## config.mk

```make
export PLATFORM = sky130hd
export DESIGN_NAME = rr_bus_arbiter
export DESIGN_NICKNAME = d
export VERILOG_FILES = /design/src/rtl/rr_bus_arbiter_pkg.sv /design/src/rtl/rr_bus_arbiter_pick.sv /design/src/rtl/rr_bus_arbiter.sv
export SDC_FILE = /design/constraint.sdc
export NUM_CORES = 1
export LEC_CHECK = 0
export BUFFER_PORTS_ARGS = -buffer_cell sky130_fd_sc_hd__buf_2
export CELL_PAD_IN_SITES_DETAIL_PLACEMENT = 1
export CELL_PAD_IN_SITES_GLOBAL_PLACEMENT = 2
export CORE_AREA = 2 2 210 212
export CTS_CLUSTER_SIZE = 12
export DETAILED_ROUTE_END_ITERATION = 7
export DIE_AREA = 0 0 212 214
export GPL_TIMING_DRIVEN = 0
export HOLD_SLACK_MARGIN = 0.15
export PLACE_DENSITY = 0.55
export SYNTH_ARGS = -nofsm -noshare
export SYNTH_HDL_FRONTEND = slang
export SYNTH_SLANG_ARGS = --single-unit
```

## constraint.sdc

```tcl
create_clock -name clk_i -period 1.9 [get_ports clk_i]
set_clock_uncertainty 0.05 [all_clocks]
set_input_delay 0.095 -clock clk_i [delete_from_list [all_inputs] [get_ports clk_i]]
set_output_delay 0.095 -clock clk_i [all_outputs]
set_load 0.1 [all_outputs]
```

## src/rtl/rr_bus_arbiter_pkg.sv

```systemverilog
// arb_pkg: shared state encoding, transfer-size codes and helpers for the
// round-robin X bus arbiter and its rotating priority encoder.
package arb_pkg;

    typedef enum logic {
        ST_IDLE  = 1'b0,
        ST_OWNED = 1'b1
    } arb_state_e;

    localparam logic [1:0] SIZ_BYTE  = 2'd0;
    localparam logic [1:0] SIZ_HALF  = 2'd1;
    localparam logic [1:0] SIZ_WORD  = 2'd2;
    localparam logic [1:0] SIZ_DWORD = 2'd3;

    // Binary index of the set bit in a one-hot vector of up to eight masters.
    function automatic int unsigned onehot_to_index(input logic [7:0] onehot);
        int unsigned idx;
        idx = 0;
        for (int i = 0; i < 8; i++) begin
            if (onehot[i]) begin
                idx = unsigned'(i);
            end
        end
        return idx;
    endfunction

endpackage

```

## src/rtl/rr_bus_arbiter_pick.sv

```systemverilog
// rr_pick: combinational rotating priority encoder. Searches the request
// vector starting just after the previous owner and wrapping modulo NM.
module rr_pick #(
    parameter int NM = 2,
    parameter int IW = 1
) (
    input  logic [NM-1:0] req_i,
    input  logic [IW-1:0] last_i,
    output logic [NM-1:0] gnt_o,
    output logic          valid_o
);

    // First requester at distance 1, 2, ... NM from the previous owner wins
    always_comb begin
        gnt_o   = '0;
        valid_o = 1'b0;
        for (int off = 1; off <= NM; off++) begin
            for (int j = 0; j < NM; j++) begin
                if (!valid_o && req_i[j] && (j == ((int'(last_i) + off) % NM))) begin
                    gnt_o[j] = 1'b1;
                    valid_o  = 1'b1;
                end
            end
        end
    end

endmodule

```

## src/rtl/rr_bus_arbiter.sv

```systemverilog
// rr_bus_arbiter: funnels NM bus masters onto one X bus slave port using a
// registered round-robin grant that stays locked for the owner's whole cyc.
// Optional watchdog: define RR_BUS_ARBITER_TIMEOUT_EN to enable the stalled
// transfer timeout (TIMEOUT_CYCLES); otherwise m_err_o is tied low.
module rr_bus_arbiter
    import arb_pkg::*;
#(
    parameter int NM             = 2,
    parameter int AW             = 64,
    parameter int DW             = 64,
    parameter int TIMEOUT_CYCLES = 255
) (
    input  logic             clk_i,
    input  logic             reset_i,
    input  logic [NM-1:0]    m_cyc_i,
    input  logic [NM-1:0]    m_stb_i,
    input  logic [NM-1:0]    m_we_i,
    input  logic [2*NM-1:0]  m_siz_i,
    input  logic [NM-1:0]    m_signed_i,
    input  logic [AW*NM-1:0] m_adr_i,
    input  logic [DW*NM-1:0] m_dat_i,
    output logic [NM-1:0]    m_ack_o,
    output logic [NM-1:0]    m_err_o,
    output logic [DW-1:0]    m_dat_o,
    output logic [NM-1:0]    gnt_o,
    output logic             x_cyc_o,
    output logic             x_stb_o,
    output logic             x_we_o,
    output logic [1:0]       x_siz_o,
    output logic             x_signed_o,
    output logic [AW-1:0]    x_adr_o,
    output logic [DW-1:0]    x_dat_o,
    input  logic             x_ack_i,
    input  logic [DW-1:0]    x_dat_i
);

    localparam int IW = $clog2(NM);

    arb_state_e    state_q, state_d;
    logic [NM-1:0] gnt_q, gnt_d;
    logic [IW-1:0] last_q, last_d;
    logic [NM-1:0] req_eff;
    logic [NM-1:0] pick_gnt;
    logic          pick_valid;
    logic          owner_cyc;
    logic          tmo_fire;

    rr_pick #(
        .NM (NM),
        .IW (IW)
    ) u_pick (
        .req_i   (req_eff),
        .last_i  (last_q),
        .gnt_o   (pick_gnt),
        .valid_o (pick_valid)
    );

`ifdef RR_BUS_ARBITER_TIMEOUT_EN
    localparam int CW = $clog2(TIMEOUT_CYCLES + 1);

    logic [CW-1:0] tmo_cnt_q, tmo_cnt_d;
    logic [NM-1:0] tmo_mask_q, tmo_mask_d;

    assign tmo_fire = (state_q == ST_OWNED) && x_stb_o && !x_ack_i &&
                      (tmo_cnt_q == CW'(TIMEOUT_CYCLES - 1));
    assign req_eff  = m_cyc_i & ~tmo_mask_q;
    assign m_err_o  = tmo_fire ? gnt_q : '0;

    // Count unacked strobe cycles; a timed-out master is masked until it drops cyc
    always_comb begin
        tmo_cnt_d  = tmo_cnt_q;
        tmo_mask_d = (tmo_mask_q | (tmo_fire ? gnt_q : '0)) & m_cyc_i;
        if (state_q == ST_IDLE) begin
            if (pick_valid) begin
                tmo_cnt_d = '0;
            end
        end else if (x_ack_i) begin
            tmo_cnt_d = '0;
        end else if (x_stb_o) begin
            tmo_cnt_d = tmo_cnt_q + CW'(1);
        end
    end

    // Watchdog registers
    always_ff @(posedge clk_i) begin
        if (!reset_i) begin
            tmo_cnt_q  <= '0;
            tmo_mask_q <= '0;
        end else begin
            tmo_cnt_q  <= tmo_cnt_d;
            tmo_mask_q <= tmo_mask_d;
        end
    end
`else
    assign tmo_fire = 1'b0;
    assign req_eff  = m_cyc_i;
    assign m_err_o  = '0;
`endif

    assign gnt_o   = gnt_q;
    assign m_dat_o = x_dat_i;

    // Route the owner's request fields to the slave and the slave ack back to it
    always_comb begin
        owner_cyc  = 1'b0;
        x_stb_o    = 1'b0;
        x_we_o     = 1'b0;
        x_siz_o    = '0;
        x_signed_o = 1'b0;
        x_adr_o    = '0;
        x_dat_o    = '0;
        m_ack_o    = '0;
        if (state_q == ST_OWNED) begin
            for (int i = 0; i < NM; i++) begin
                if (gnt_q[i]) begin
                    owner_cyc  = m_cyc_i[i];
                    x_stb_o    = m_stb_i[i];
                    x_we_o     = m_we_i[i];
                    x_siz_o    = m_siz_i[2*i +: 2];
                    x_signed_o = m_signed_i[i];
                    x_adr_o    = m_adr_i[AW*i +: AW];
                    x_dat_o    = m_dat_i[DW*i +: DW];
                    m_ack_o[i] = x_ack_i;
                end
            end
        end
        x_cyc_o = owner_cyc;
    end

    // Grant in IDLE, hold while the owner keeps cyc, release through one IDLE cycle
    always_comb begin
        state_d = state_q;
        gnt_d   = gnt_q;
        last_d  = last_q;
        case (state_q)
            ST_IDLE: begin
                gnt_d = '0;
                if (pick_valid) begin
                    gnt_d   = pick_gnt;
                    state_d = ST_OWNED;
                end
            end
            ST_OWNED: begin
                if (!owner_cyc || tmo_fire) begin
                    gnt_d   = '0;
                    last_d  = IW'(onehot_to_index(8'(gnt_q)));
                    state_d = ST_IDLE;
                end
            end
            default: begin
                gnt_d   = '0;
                state_d = ST_IDLE;
            end
        endcase
    end

    // Arbitration state registers; last owner resets to NM-1 so master 0 goes first
    always_ff @(posedge clk_i) begin
        if (!reset_i) begin
            state_q <= ST_IDLE;
            gnt_q   <= '0;
            last_q  <= IW'(NM - 1);
        end else begin
            state_q <= state_d;
            gnt_q   <= gnt_d;
            last_q  <= last_d;
        end
    end

endmodule

```

==> results of run 1 <==
==> cell type report <==
class,instances,area share (%)
Clock buffer,3,1.06
Tap cell,585,10.4
Inverter,3,0.230
Sequential cell,4,1.26
Timing Repair Buffer,479,53.8
Buffer,95,11.6
Multi-Input combinational cell,154,21.7
==> cells in the final DEF (no fill, tap or decap), drive strengths merged <==
master	count
o211ai	1
a22o	133
a21oi	2
buf	567
nand2	2
dlygate4sd3	2
a21boi	1
o21ai	3
nor2	1
nand3	2
a211oi	1
a31oi	2
clkbuf	8
dfxtp	4
o2111ai	1
and3	3
inv	3
conb	2
==> through the flow <==
stage,utilization (%),setup TNS [ns]
after floorplan,-,0
after global placement,12.5,-42.38
after detailed placement,12.5,-40.84
after CTS,15.8,-0.0625
after global routing,16.5,0
final,16.5,0
==> routing by layer <==
layer / share of wire (%) / global-route usage (%) / vias to the layer above
met5: 0.061 / 0 / -
li1: - / - / 1925
met4: 1.2 / 1.29 / 2
met1: 34 / 7.97 / 1876
met3: 9.6 / 2.18 / 14
met2: 55 / 17.2 / 303
==> worst min path at each step <==
stage / from / to
2_1_floorplan: reset_i / last_q
3_3_place_gp: reset_i / last_q
3_5_place_dp: reset_i / last_q
4_1_cts: m_cyc_i[1] / gnt_o[1]
5_1_grt: m_cyc_i[1] / gnt_o[1]
6_report: m_cyc_i[1] / state_q
==> power by group <==
| part | internal [uW] | total, uW | switching (uW) |
|---|---|---|---|
| Combinational | 843 | 2730 | 1890 |
| Sequential | 93.0 | 108 | 14.6 |
| Clock | 268 | 323 | 54.2 |
==> cell families (layout without fill, tap and decap cells) <==
group / after synthesis / count (layout) / synth area share (%)
other cells: 1 / 2 / 0.179
buf+inv: 98 / 580 / 34.7
flops: 4 / 4 / 3.83
compound gates: 144 / 144 / 59.0
simple gates: 8 / 8 / 2.27
==> critical path: stages, from the launching register on <==
cell and delay (ns):
sky130_fd_sc_hd__dfxtp_4 0.39, sky130_fd_sc_hd__inv_4 0.06, sky130_fd_sc_hd__and3_4 0.15, sky130_fd_sc_hd__buf_12 0.15, sky130_fd_sc_hd__buf_12 0.15, sky130_fd_sc_hd__buf_8 0.15
sky130_fd_sc_hd__a22o_2 0.24, sky130_fd_sc_hd__buf_12 0.17
==> state kept, by name, indices dropped and copies added (netlist names) <==
signal   flops
gnt_o        2
last_q       1
state_q      1
==> what timing repair did <==
| item | CTS | global route |
|---|---|---|
| resized for setup | 374 | 51 |
| hold buffers | 2 | 0 |
| setup endpoints to repair | 133 | 130 |
| hold endpoints to repair | 3 | 0 |
| setup buffers | 1 | 2 |
| pin swaps | 1 | 1 |
| cloned | 0 | 2 |
==> results.md, run 1 <==
STA:
- The routed design could run at a clock period as short as 1.85 ns.
- The final number of hold-violating endpoints was 0.
- The worst path uses 97.3% of the clock period.
- Setup slack on the critical path of the routed design comes to 0.0512 ns.
- The final count of pins violating max slew was 0.
- Timing would allow up to 541 MHz.
- Setup violations remaining at the end of the flow were counted as 0.
- The worst hold slack across all endpoints is 0.157 ns.
- Setup repair after global routing left no endpoint under its margin.

Worst setup path:
- The worst endpoint data arrival time is 1.70 ns.
- Across all register-to-register paths, the minimum setup slack is 0.90 ns.
- The worst register-to-register path ends at gnt_o[0].
- For the worst setup path, the data required time is 1.75 ns.
- The endpoint kind of the worst setup timing path is an output port.
- STA classifies the critical path startpoint as a flop.
- In this run the critical register-to-register path is launched from gnt_o[1].
- The depth of the worst register-to-register path is 3.
- The class of the most critical setup path is reg2out.
- Following the worst setup path forward leads to its endpoint at x_dat_o[48].
- The peak fanout along the critical path is 10.
- The source of the critical timing path is gnt_o[1].

Routing:
- The average wire per standard cell is 16.2 um.
- The first detailed-routing pass ran for 4 iterations.
- In this run the remaining antenna-violating nets after routing total 0.
- For this run, design rule violations remaining after detail routing come to 0.
- The detail-routed via count per cell is 3.11.
- For this block, the initial DRC count from the detailed router was 76.
- The final route contains 4120 vias.
- The final wirelength is 21400 um.

Final layout:
- Relative to the synthesized area, the layout overhead comes to 238%.
- Fill cells in the final layout number 5095.
- The final cell count without fillers is 1323.
- The area occupied by multi-input gates is 1530 um2.
- The number of antenna diodes in the final layout is 0.
- Summing all flip-flop and latch instances after layout gives 88.8 um2.
- The finished cells cover 7060 um2.
- The layout net count is 1075.
- Cells with a size suffix above 1 make up 97.0% of the layout.

Floorplan:
- The number of cell rows is 76.
- The boundary pin count is 539.
- The width of the die is 212 um.
- The area inside the core boundary is 42900 um2.
- The effective utilization at floorplan is 4.88%.
- The floorplan step defined a die boundary enclosing 45400 um2.
- The die height is 214 um.

Worst hold path:
- The type of the most critical hold path is in2reg.
- The worst hold path passes through 3 cells.

Clock tree:
- The CTS tree is yes.
- The clock network latency to the later pin of the worst-skew pair is 0.22 ns.
- Clock tree synthesis found a total of 4 sinks.
- No sink is reached through more buffers than the 2 on the longest clock path.
- The clock-pin slew on the worst setup and hold paths is 0.03 ns.
- The number of CTS-inserted buffers is 3.
- The cell at the root of the clock tree is sky130_fd_sc_hd__clkbuf_16.
- In this run the number of H-tree levels came out at 1.

Global route:
- The maximum number of pins on one net before global-route repair is 11.
- The first global-routing pass estimated 27900 um of wire.
- In the global route stage, overall resource usage came out at 8.26%.
- The number of antenna violations at the first check in global routing is 2.
- The via count of the first global-routing pass is 4395.
- The remaining global-route overflow is 0.

Power and ir drop:
- The power density normalized to cell area is 448 nW/um2.
- After layout, the design draws a total of 3160 uW.
- For this design the static power due to leakage is 0.00353 uW.
- VDD sags by at most 238 uV.

Synthesis:
- The synthesized netlist cell count is 255.
- After synthesis, the most frequently instantiated cells are 133 x sky130_fd_sc_hd__a22o_1, 73 x sky130_fd_sc_hd__buf_4, 13 x sky130_fd_sc_hd__buf_2.
- The biggest area contributor in the post-synthesis netlist is sky130_fd_sc_hd__a22o_1.
- The flip-flop and latch count after synthesis is 4.
- By instance count, the leading cell after synthesis is sky130_fd_sc_hd__a22o_1.
- The number of enable flip-flop cells after synthesis is 0.
- Summing the sequential cell areas from Yosys gives 3.83% of the chip area.
- During synthesis, Yosys emitted a total of 0 warnings.
- The number of library cell types mapped by synthesis is 19.
- The synthesized netlist occupies a cell area of 2090 um2.
- Among all flip-flop cells after synthesis, the most frequent one is sky130_fd_sc_hd__dfxtp_1.
- The fraction of post-synthesis cell area in the top cell type by area is 55.7%.
- The proportion of register bits with asynchronous set or reset after synthesis is 0%.
- The average cell area after synthesis is 8.20 um2.
- By area the synthesized netlist is led by sky130_fd_sc_hd__a22o_1 56%, sky130_fd_sc_hd__buf_4 26%, sky130_fd_sc_hd__buf_6 4.8%.

Placement:
- Once placement completed, the tool counted placed cells totaling 1313.
- The number of I/O port buffers is 472.
- Summing all placed instances gives a cell area of 5370 um2.
- The HPWL after detailed placement is 18300 um.
- The routability congestion estimate from global placement is 0.782.
- The worst slack after detailed placement is -0.578 ns.

Run:
- Across the run, the number of max-cap violations was 0.

Run status:
- The run finished with clean final reports.
(Power assumes the default switching activity.)
==> run 2: changes to the inputs <==
Settings changed: BUFFER_PORTS_ARGS -buffer_cell sky130_fd_sc_hd__buf_2 to -buffer_cell sky130_fd_sc_hd__buf_4, SETUP_SLACK_MARGIN from default to 0.05.
==> results.md, run 2 (synthesis gave the netlist of run 1 again) <==
Clock tree:
- TritonCTS built the clock tree.
- The cell at the root of the clock tree is sky130_fd_sc_hd__clkbuf_16.
- In this run the number of H-tree levels came out at 1.
- The clock-pin slew on the worst setup and hold paths is 0.03 ns.
- Counting the buffers created by CTS gives 3.
- The deepest clock path buffer count is 2.
- The tree built by TritonCTS fans out to 4 sinks.
- For the worst-skew pair, the clock arrives at the later sink with an insertion delay of 0.22 ns.

Worst setup path:
- Measured in cells, the most critical reg-to-reg path has a length of 4.
- The worst endpoint required time is 1.75 ns.
- The endpoint kind of the worst setup timing path is an output port.
- The launching element type of the critical path is a flop.
- The endpoint of the worst register-to-register path is gnt_o[1].
- The startpoint of the worst register-to-register path is gnt_o[1].
- At the worst endpoint, the arrival time is 1.65 ns.
- The class of the most critical setup path is reg2out.
- The setup check on the worst reg-to-reg path leaves a slack of 0.42 ns.
- Of all nets on the critical path, the largest fanout is 10.

Worst hold path:
- The worst hold path terminates at m_dat_o[20].
- The startpoint identified for the worst hold timing path is x_dat_i[20].
- The count of cells along the worst hold path is 2.
- The type of the most critical hold path is in2out.

Routing:
- The final wirelength is 22200 um.
- For this block, the via count after detailed routing is 4119.
- For this run, design rule violations remaining after detail routing come to 0.
- Dividing the detail-routed wire length by the instance count gives 16.7 um.
- The first detailed-routing pass took 4 iterations.
- Once detail routing completed, the nets flagged for antenna violations numbered 0.
- Dividing the detail-routed via count by the number of cells gives 3.11.
- The first routing iteration left 87 violations.

Placement:
- The HPWL after detailed placement is 19200 um.
- At the placement stage, the worst setup path has a slack of -0.391 ns.
- Routability-driven placement finished with a final weighted congestion of 0.754.
- The count of buffers added on input and output ports is 472.

Global route:
- Across every metal layer, demand over resource in global routing totals 8.64%.
- The remaining global-route overflow is 0.
- The number of antenna violations at the first check in global routing came to 0.
- The first global-routing pass estimated 29100 um of wire.
- The via count of the first global-routing pass is 4500.
- Entering global routing, the biggest net connects 11 pins.

Final layout:
- The register with the most flip-flops in the layout has 2 of them.
- The most common library cell in the layout ignoring fill and taps is sky130_fd_sc_hd__buf_4.
- The post-route netlist has 96.8% of its cells at a drive strength greater than 1.
- Leaving out fill and tap cells, the most frequent cells in the layout are 414 x sky130_fd_sc_hd__buf_4, 115 x sky130_fd_sc_hd__a22o_2, 55 x sky130_fd_sc_hd__buf_12, 51 x sky130_fd_sc_hd__buf_8, 48 x sky130_fd_sc_hd__buf_6.
- The share of the core filled with cells in the final layout is 18.9%.
- The repair_antennas step left the layout with diodes totalling 0.
- The net count of the finished layout is 1076.
- Relative to the synthesized area, the layout overhead comes to 288%.

Power and ir drop:
- Summed over all cells, the static leakage comes to 0.00390 uW.
- Overall power consumption after layout is estimated at 3410 uW.
- The power density normalized to cell area is 420 nW/um2.
- The worst IR drop on VDD is 196 uV.

STA:
- The total setup violations reported at the end of the flow is 0.
- In the finished design, the share of the clock period the worst path needs comes to 94.7%.
- The final number of hold-violating endpoints came to 0.
- The minimum period implied by the final worst setup slack is 1.80 ns.
- Setup repair after global routing could not meet its margin everywhere.
- The setup slack after layout is 0.101 ns.
- The final count of pins violating max slew came to 0.
- Timing would allow up to 556 MHz.

Floorplan:
- The die height is 214 um.
- The die covers 45400 um2.
- The area inside the core boundary is 42900 um2.
- The boundary pin count is 539.
- The number of cell rows is 76.
- The effective utilization at floorplan is 4.88%.
- The width of the die is 212 um.

Run:
- The number of violations of the max-capacitance limit is 0.

Run status:
- The run finished with clean final reports.
## run 2: cell count changes in the layout (fill, tap and decap cells not counted), moves of 2 or more
| cell | before | now |
|---|---|---|
| sky130_fd_sc_hd__a22o_2 | 124 | 115 |
| sky130_fd_sc_hd__buf_12 | 52 | 55 |
| sky130_fd_sc_hd__buf_2 | 340 | 1 |
| sky130_fd_sc_hd__buf_6 | 39 | 48 |
| sky130_fd_sc_hd__buf_8 | 43 | 51 |
| sky130_fd_sc_hd__clkbuf_4 | 3 | 1 |
| sky130_fd_sc_hd__buf_4 | 93 | 414 |
| sky130_fd_sc_hd__a22o_4 | 9 | 18 |
| sky130_fd_sc_hd__clkbuf_16 | 5 | 3 |
| sky130_fd_sc_hd__dlygate4sd3_1 | 2 | 4 |
## run 2: per-layer routing
| metal | vias to the layer above | GRT usage (%) | wire length [um] | part of all wire (%) |
|---|---|---|---|---|
| met2 | 303 | 18.2 | 12500 | 56 |
| met5 | - | 0 | 0 | 0 |
| li1 | 1925 | - | - | - |
| met3 | 2 | 2.61 | 2300 | 10 |
| met4 | 0 | 0.493 | 32 | 0.14 |
| met1 | 1889 | 8.33 | 7330 | 33 |
## run 2: worst max-delay path by stage
stage                        endpoint     start  depth (start not counted)
after floorplan           x_adr_o[47]  gnt_o[1]                          5
after global placement    x_dat_o[40]   state_q                          6
after detailed placement  x_dat_o[40]   state_q                          6
after CTS                 x_adr_o[42]   state_q                          6
after global routing      x_adr_o[38]  gnt_o[1]                          6
final                     x_adr_o[39]  gnt_o[1]                          6
## run 2: stage by stage
stage | TNS (ns) | std cells | area (um2) | hold WS (ns)
after CTS | 0 | 1324 | 7680 | 0.467
after global placement | -22.77 | 1313 | 6550 | 0.274
after global routing | 0 | 1324 | 8110 | 0.469
final | 0 | 1324 | 8110 | 0.467
after floorplan | 0 | 256 | 2270 | 0.121
after detailed placement | -23.23 | 1313 | 6550 | 0.283
## run 2: final cells by class
| type | instances | area, um2 |
|---|---|---|
| fillers | 5018 | 34800 |
| repair buffers | 481 | 4740 |
| multi-input cells | 154 | 1600 |
| plain buffers | 94 | 852 |
| well taps | 585 | 732 |
| flip-flops and latches | 4 | 91.3 |
| clock buffers | 3 | 75.1 |
| inverters | 3 | 13.8 |
## run 2: power breakdown
part	switching, uW	internal (uW)	leakage (uW)
combinational	1900	1070	0.00383
clock	58.3	269	0.0000370
sequential	11.0	92.7	0.0000350
total	1970	1430	0.00390
## run 2: worst max-delay path: stages (launching register included)
cell	delay, ns
sky130_fd_sc_hd__dfxtp_4	0.34
sky130_fd_sc_hd__inv_4	0.07
sky130_fd_sc_hd__and3_4	0.18
sky130_fd_sc_hd__buf_12	0.15
sky130_fd_sc_hd__buf_2	0.25
sky130_fd_sc_hd__a22o_2	0.25
sky130_fd_sc_hd__buf_12	0.19
## run 2: repair_timing
action / CTS / global route
cloned: 1 / 0
endpoints found under the hold margin: 3 / 0
setup buffers: 4 / 0
pin swaps: 1 / 1
gates resized for setup: 245 / 96
hold buffers: 4 / 0
endpoints found under the setup margin: 133 / 130
==> run 3: changes to the inputs <==
Settings changed: CELL_PAD_IN_SITES_DETAIL_PLACEMENT 1 to default, CELL_PAD_IN_SITES_GLOBAL_PLACEMENT 2 to default, CORE_AREA 2 2 210 212 to 2 2 211 213, DIE_AREA 0 0 212 214 to 0 0 213 215, PLACE_DENSITY 0.55 to 0.3.
==> results.md, run 3 (synthesis gave the netlist of run 1 again) <==
Routing:
- The count of routing violations after the opening detailed-route iteration is 109.
- After detailed routing, the average wire length per cell comes to 15.6 um.
- The total via count in the routed design is 4089.
- In the routed design, unresolved DRC markers number 0.
- The post-detailed-route count of antenna-violating nets is 0.
- The first-pass detailed-route iteration total is 4.
- The final wirelength is 20800 um.
- Dividing the detail-routed via count by the number of cells gives 3.06.

Floorplan:
- The boundary pin count is 539.
- The die outline area is 45800 um2.
- Row generation in the floorplan step produced 77 rows.
- The die height is 215 um.
- The die is 213 um wide.
- In this run the standard cell core region covers 43600 um2.
- The effective utilization at floorplan is 4.79%.

STA:
- The final number of hold-violating endpoints is 0.
- Subtracting the final worst setup slack from the clock period gives 1.82 ns.
- The final count of pins violating max slew is 0.
- For this run, the top clock speed supported by timing is 548 MHz.
- The setup total negative slack is 0 ns.
- The total setup violations reported at the end of the flow is 0.
- The worst hold slack across all endpoints is 0.466 ns.
- The worst path uses 96.0% of the clock period.
- Setup repair after global routing could not meet its margin everywhere.

Power and ir drop:
- The analysis attributes to cell leakage a power of 0.00397 uW.
- For this design the ratio of total power to cell area is 412 nW/um2.
- Per report_power, the combinational group accounts for 87.5% of the total.
- The switching share of total power is 57.0%.
- Registers are responsible for 3.0% of the overall power.
- The part of the power in the clock network is 9.5%.
- Across the VDD grid, the largest voltage drop is 228 uV.
- The net switching power is 1970 uW.
- The power consumption is 3460 uW.
- The internal cell power is 1490 uW.

Final layout:
- The total of fill cells in the finished design is 4843.
- The most common library cell in the layout ignoring fill and taps is sky130_fd_sc_hd__buf_4.
- The share of the core filled with cells in the final layout is 19.2%.
- With fillers left out, the area of the finished cells amounts to 8400 um2.
- The register with the most flip-flops in the layout has 2 of them.
- In the layout the commonest cells are 409 x sky130_fd_sc_hd__buf_4, 119 x sky130_fd_sc_hd__a22o_2, 91 x sky130_fd_sc_hd__buf_12, 37 x sky130_fd_sc_hd__buf_6, 30 x sky130_fd_sc_hd__buf_8.
- The growth of design area from synthesis to finish is 302%.
- The final layout contains 1080 nets.
- 0 antenna diodes ended up in the layout.
- Of the cells placed in the final design, the portion with a size suffix greater than 1 is 96.8%.

Worst setup path:
- The critical path is of the reg2out type.
- Among the stages of the critical path, the cell type that occurs most often is sky130_fd_sc_hd__buf_12.
- The worst endpoint required time is 1.75 ns.
- The peak fanout along the critical path is 10.
- The slowest stage of the critical path belongs to the cell sky130_fd_sc_hd__dfxtp_4.
- The register-to-register setup slack is 0.43 ns.
- The critical path's top delay family is buffers and inverters.
- The endpoint kind of the worst setup timing path is an output port.
- STA classifies the critical path startpoint as a flop.
- Walking the worst path, the cells encountered are inv_4 -> and3_4 -> buf_12 -> buf_12 -> buf_6 -> a22o_2 -> buf_12.
- The buffers plus inverters on the worst setup path is 5.
- The largest stage delay on the critical path is 0.34 ns.
- The worst endpoint data arrival time is 1.68 ns.

Placement:
- The number of I/O port buffers is 472.
- After legalization and detailed placement, the total HPWL measured 17200 um.
- The routability congestion estimate from global placement is 0.704.
- Summing all placed instances gives a cell area of 6560 um2.

Clock tree:
- The cell at the root of the clock tree is sky130_fd_sc_hd__clkbuf_16.
- After clock tree synthesis, the clock-pin slew on the worst setup and hold paths is 0.03 ns.
- The CTS tree is yes.
- No sink is reached through more buffers than the 2 on the longest clock path.
- CTS built an H-tree with a depth of 1.
- CTS saw 4 sinks.
- The clock network latency to the later pin of the worst-skew pair is 0.22 ns.
- The number of CTS-inserted buffers is 3.

Global route:
- The number of antenna violations at the first check in global routing is 1.
- After global routing the overflow that remains totals 0.
- The wire length of the first global-routing pass is 26800 um.
- The via count of the first global-routing pass is 4248.
- Global routing consumed, over all layers together, 7.89% of the routing resources.
- Entering global routing, the biggest net connects 11 pins.

Worst hold path:
- In this run the worst hold path is classified as in2out.

Run status:
- The flow ran to the end, and the final reports show no timing, DRC or antenna violations.

Run:
- Across the run, the number of max-cap violations was 0.
[run 3: changes by cell type in the layout (fill, tap and decap cells not counted), sizes merged]
cell	change
buf	+1
clkbuf	+3
[run 3: power groups by stage]
| stage | Combinational, uW | Sequential [uW] | Clock [uW] |
|---|---|---|---|
| after detailed placement | 2660 | 106 | 0 |
| after floorplan | 1810 | 124 | 0 |
| after global placement | 2660 | 106 | 0 |
| after CTS | 2950 | 105 | 330 |
| after global routing | 3120 | 107 | 335 |
| final | 3030 | 105 | 327 |
[run 3: cell type report]
cell class	count	area [um2]	share of cell area [%]
multi-input combinational	154	1570	18.7
inverter	3	16.3	0.194
tap	592	741	8.82
buffer	95	863	10.3
timing repair buffer	484	5040	60.0
sequential	4	91.3	1.09
clock buffer	3	75.1	0.894
[run 3: repair_timing]
action	in CTS	in global routing
hold endpoints to repair	4	0
pin swaps	1	1
endpoints found under the setup margin	133	126
cloned	1	2
gates resized for setup	320	69
hold buffers	4	0
buffers inserted	4	1
[run 3: metal layers]
metal  vias to the layer above  track usage, %  routed length [um]
met5                         -               0                  13
met1                      1872            9.00                7790
met3                        12            1.56                1700
met4                         2           0.653                 180
met2                       263            15.4               11200
li1                       1940               -                   -
[run 3: final timing paths]
path / from / end / depth (start not counted)
worst min register to register: gnt_o[0] / gnt_o[0] / 2
worst max register to register: gnt_o[1] / gnt_o[1] / 4
worst min-delay path: x_dat_i[21] / m_dat_o[21] / 2
worst max-delay path: gnt_o[1] / x_dat_o[47] / 7
[run 3: worst reg2reg max path, stage by stage, from the launching register on]
cell	delay, ns
sky130_fd_sc_hd__dfxtp_4	0.34
sky130_fd_sc_hd__buf_4	0.15
sky130_fd_sc_hd__o211ai_1	0.20
sky130_fd_sc_hd__a31oi_1	0.06
sky130_fd_sc_hd__dlygate4sd3_1	0.55
[run 3: through the flow]
step	cells	worst slack, ns
finish	1335	0.0767
global route	1335	0.0117
CTS	1332	0.0398
detailed placement	1320	-0.484
global placement	1320	-0.469
floorplan	256	0.117
